$ cat src/rtl/gf_vme_slave_ctrl.sv
// gf_vme_slave_ctrl: VME A24/D32 slave front end driving the GigaFitter register bank strobes.
module gf_vme_slave_ctrl #(
  parameter int WR_WAIT = 3,
  parameter int RD_WAIT = 3,
  parameter int TIMEOUT = 1023
) (
  input  logic        clk,
  input  logic        init_n,
  input  logic        vme_as_n,
  input  logic        vme_ds0_n,
  input  logic        vme_ds1_n,
  input  logic        vme_write_n,
  input  logic        vme_lword_n,
  input  logic [5:0]  vme_am,
  input  logic [23:1] vme_addr,
  input  logic [7:0]  base_addr,
  output logic [15:0] address,
  output logic        writeRegister,
  output logic        readRegister,
  output logic        vme_dtack_n,
  output logic        vme_berr_n,
  output logic        vme_data_oe_n,
  output logic        vme_data_dir,
  output logic        timeout_pulse
);
  typedef enum logic [3:0] {IDLE, DECODE, IGNORE, WAITDS, WRITE, READ, ACK, BERR, RELEASE} state_t;
  state_t state;
  logic [4:0] syncA, syncB;
  logic [5:0] amL;
  logic [23:2] addrL;
  logic [7:0] waitCnt;
  logic [9:0] wdCnt;
  logic asS, ds0S, ds1S, writeS, lwordS, dsLow, dsHigh, hit;
  assign {asS, ds0S, ds1S, writeS, lwordS} = syncB;
  assign dsLow = ~ds0S & ~ds1S;
  assign dsHigh = ds0S & ds1S;
  assign hit = (amL == 6'h39 || amL == 6'h3D) && addrL[23:16] == base_addr;
  always_ff @(posedge clk or negedge init_n) begin
    if (!init_n) begin
      state <= IDLE;
      syncA <= '1;
      syncB <= '1;
      amL <= '0;
      addrL <= '0;
      waitCnt <= '0;
      wdCnt <= '0;
      address <= '0;
      writeRegister <= 1'b0;
      readRegister <= 1'b0;
      vme_dtack_n <= 1'b1;
      vme_berr_n <= 1'b1;
      vme_data_oe_n <= 1'b1;
      vme_data_dir <= 1'b0;
      timeout_pulse <= 1'b0;
    end else begin
      syncA <= {vme_as_n, vme_ds0_n, vme_ds1_n, vme_write_n, vme_lword_n};
      syncB <= syncA;
      timeout_pulse <= 1'b0;
      wdCnt <= state == IDLE ? '0 : wdCnt + 10'd1;
      // Watchdog abort overrides whatever state the cycle is stuck in
      if (state != IDLE && wdCnt == 10'(TIMEOUT - 1)) begin
        state <= IDLE;
        address <= '0;
        writeRegister <= 1'b0;
        readRegister <= 1'b0;
        vme_dtack_n <= 1'b1;
        vme_berr_n <= 1'b1;
        vme_data_oe_n <= 1'b1;
        vme_data_dir <= 1'b0;
        timeout_pulse <= 1'b1;
      end else begin
        case (state)
          IDLE: if (!asS) begin
            amL <= vme_am;
            addrL <= vme_addr[23:2];
            state <= DECODE;
          end
          DECODE: begin
            if (hit) address <= {addrL[15:2], 2'b00};
            state <= hit ? WAITDS : IGNORE;
          end
          IGNORE: if (asS) state <= IDLE;
          WAITDS: if (dsLow) begin
            waitCnt <= '0;
            if (lwordS) begin
              vme_berr_n <= 1'b0;
              state <= BERR;
            end else begin
              writeRegister <= ~writeS;
              readRegister <= writeS;
              vme_data_oe_n <= 1'b0;
              vme_data_dir <= writeS;
              state <= writeS ? READ : WRITE;
            end
          end
          WRITE, READ: begin
            if (waitCnt == (state == WRITE ? 8'(WR_WAIT - 1) : 8'(RD_WAIT - 1))) begin
              vme_dtack_n <= 1'b0;
              state <= ACK;
            end else waitCnt <= waitCnt + 8'd1;
          end
          ACK, BERR: if (dsHigh) begin
            vme_dtack_n <= 1'b1;
            vme_berr_n <= 1'b1;
            writeRegister <= 1'b0;
            readRegister <= 1'b0;
            vme_data_oe_n <= 1'b1;
            vme_data_dir <= 1'b0;
            state <= RELEASE;
          end
          RELEASE: if (asS) state <= IDLE;
          default: state <= IDLE;
        endcase
      end
    end
  end
endmodule
$ cat config.mk
export PLATFORM = sky130hd
export DESIGN_NAME = gf_vme_slave_ctrl
export DESIGN_NICKNAME = d
export VERILOG_FILES = /design/src/rtl/gf_vme_slave_ctrl.sv
export SDC_FILE = /design/constraint.sdc
export NUM_CORES = 1
export LEC_CHECK = 0
export ABC_CLOCK_PERIOD_IN_PS = 3140
export CORE_ASPECT_RATIO = 1.25
export CORE_MARGIN = 4
export CORE_UTILIZATION = 51
export CTS_BUF_LIST = sky130_fd_sc_hd__clkbuf_8
export DETAILED_ROUTE_END_ITERATION = 12
export PLACE_DENSITY = 0.84
export SLEW_MARGIN = 30
export SYNTH_ARGS = -nofsm -noshare
export SYNTH_HDL_FRONTEND = slang
export SYNTH_SLANG_ARGS = --single-unit
export TNS_END_PERCENT = 10
$ cat constraint.sdc
create_clock -name clk -period 3.14 [get_ports clk]
set_input_delay 0.471 -clock clk [delete_from_list [all_inputs] [get_ports clk]]
set_output_delay 0.471 -clock clk [all_outputs]
set_load 0.02 [all_outputs]
==> run summary <==
Synth cell types: 50
Unrepaired setup endpoints after global routing: no
Vias in the first global route: 2521
Clock buffer depth: 2
Post-CTS Hold Buffers: 0
Final Hold Viols: 0
Post-CTS setup repair buffer count: 0
Post-synth ARST share: 100%
TritonCTS Buffers: 9
PnR worst setup slack: 0.677 ns
Die Area: 8330 um^2
Post-DP HPWL: 4670 um
Initial core utilization: 53.1%
TNS Setup: 0 ns
Inserted Diodes: 0
Iter 0 DRT Violations: 142
Die Y-Extent: 101 um
Critical Path Max Stage Delay: 0.60 ns
Maxcap violations: 0
P_leak: 1.88 nW
Outcome: finished clean
Max FO, Critical Path: 16
Max Clock Freq: 406 MHz
Worst-path cell with the longest stage delay: or3b_1
Ratio of cells with drive above 1 in the final layout: 19.5%
Dpl cell area: 4200 um^2
Worst skew pair latency: 0.35 ns
Number of remaining DRC errors: 0
Number of synthesized flops with an enable pin: 0
Total power: 3.45 mW
IO Pins: 67
Mapped cell area: 3530 um^2
PD cells: 775 nW/um^2
Multi-input gate area: 1430 um^2
CP Capture Type: register
Req. time, crit path: 3.40 ns
Vias per cell: 5.30
Global-route wire length before repair: 11600 um
Commonest non-fill, non-tap cell in the layout: dfrtp_1
Register area: 1990 um^2
Wire length per cell: 15.3 um
FF-to-FF path depth: 5
Worst-margin pin slew: 0.686 ns
Remaining Overflow, GRT: 0
CTS tree: yes
Worst Skew: 0.0112 ns
Post-layout net count: 408
# H-tree levels: 3
Gr usage total: 18.4%
Routed Antenna Nets: 0
IR Drop Worst-Case VDD: 0.480 mV
Final WL: 6900 um
Post-Layout Inst Area: 4460 um^2
Mapped Avg Cell Area: 11.8 um^2
Die Wd: 82.4 um
Final Core Density: 67.0%
Placed cells: 436
Arrival @ worst endpoint: 2.72 ns
Warnings from Yosys: 0
Most frequent cells in the layout: 66 x dfrtp_1, 61 x clkdlybuf4s50_1, 35 x nor2_1
TritonRoute pass-1 iters: 4
Largest net degree at the start of global routing: 80
Rel. slew slack: 54.3%
Core Region: 6650 um^2
Gpl congestion: 0.783
Final Setup Violations: 0
Max-slew violations: 0
Worst setup SP type: register
Filler cell count: 497
Area Growth Syn to Fin: 26.2%
Final worst-path cycle share: 78.5%
Port Buf Inserts: 62
Ys flop type: dfrtp_1
Crit path kind: reg2reg
Row count: 33
Min Hold Slack: 0.129 ns
Vias: 2396
CP Cell Sequence: or3b_1 > a21o_1 > a21o_4 > or2_0 > o41ai_2
CTS resizes: 0
Post-Syn Instances: 298
Seq/Total Area, Yosys: 56.4%
Initial antenna violation count: 0
Hold WC Path Type: in2async
Sink Count: 79
Fin cells: 452
Min cycle time layout: 2.46 ns
Clk Tree Root Cell: clkbuf_8
Clock slew seen by the registers of the worst setup and hold paths: 0.08 ns
Pre-CTS setup slack: 0.705 ns
Synthesis-stage register bit count: 79
-- cells in the mapped netlist, types with 6 or more instances --
| master | count | share of area (%) |
|---|---|---|
| nand2_1 | 14 | 1.5 |
| xnor2_1 | 14 | 3.5 |
| mux2_2 | 29 | 9.2 |
| o21ai_0 | 13 | 1.8 |
| and3_1 | 6 | 1.1 |
| a21oi_1 | 6 | 0.85 |
| dfrtp_1 | 66 | 47 |
| nor2_1 | 35 | 3.7 |
| mux2i_1 | 14 | 4.0 |
| dfstp_2 | 13 | 9.7 |
| nand3_1 | 10 | 1.4 |
-- path summary, 6_finish.rpt --
kind / startpoint / end / slack [ns]
setup reg to reg: state[1] / waitCnt[7] / 0.68
hold reg to reg: syncA[3] / syncB[3] / 0.35
hold / removal: init_n / waitCnt[7] / 0.13
max in group asynchronous: init_n / state[1] / 2.53
min in group clk: syncA[3] / syncB[3] / 0.35
setup / recovery: state[1] / waitCnt[7] / 0.68
-- power by group --
| group | switching [mW] | total, mW | internal (mW) | leakage [nW] |
|---|---|---|---|---|
| Clock | 0.377 | 0.933 | 0.555 | 0.127 |
| Combinational | 0.435 | 0.972 | 0.536 | 0.773 |
| Sequential | 0.238 | 1.55 | 1.31 | 0.978 |
| Total | 1.05 | 3.45 | 2.40 | 1.88 |
-- per-layer routing --
metal / GRT usage, % / up-vias / routed length (um)
met5: 0 / - / 0
met4: 7.42 / 0 / 134
met3: 4.74 / 11 / 283
met1: 22.8 / 1167 / 2880
li1: - / 1161 / -
met2: 30.2 / 57 / 3600
-- worst max-delay path, delay by kind of cell (launching register included) --
family	cells	cell delay, ns
DFF	1	0.58
AOI/OAI and AO/OA	3	0.83
and+or+nand+nor	2	0.96
-- cells by family after synthesis --
kind of cell	after synthesis	share of synthesized area, %
muxes	43	13.2
other	1	0.106
adders and majority gates	4	1.42
buffers and inverters	22	3.33
DFF	79	56.4
xor gates and xnor gates	16	3.97
and+or+nand+nor	94	14.1
AOI/OAI and AO/OA	39	7.37
-- registers in the layout, summed over array words and instances, names as in the netlist, 4 cells and up --
register,flops
state,4
addrL,22
wdCnt,10
syncB,5
amL,5
address,14
waitCnt,8
syncA,5
-- layout make-up --
class,instances,share of cell area [%]
Tap cell,87,2.44
Inverter,6,0.505
Timing Repair Buffer,66,14.6
Multi-Input combinational cell,198,32.0
Clock buffer,10,3.09
Clock inverter,6,2.61
Sequential cell,79,44.7
Power figures use the tool's default switching activity.
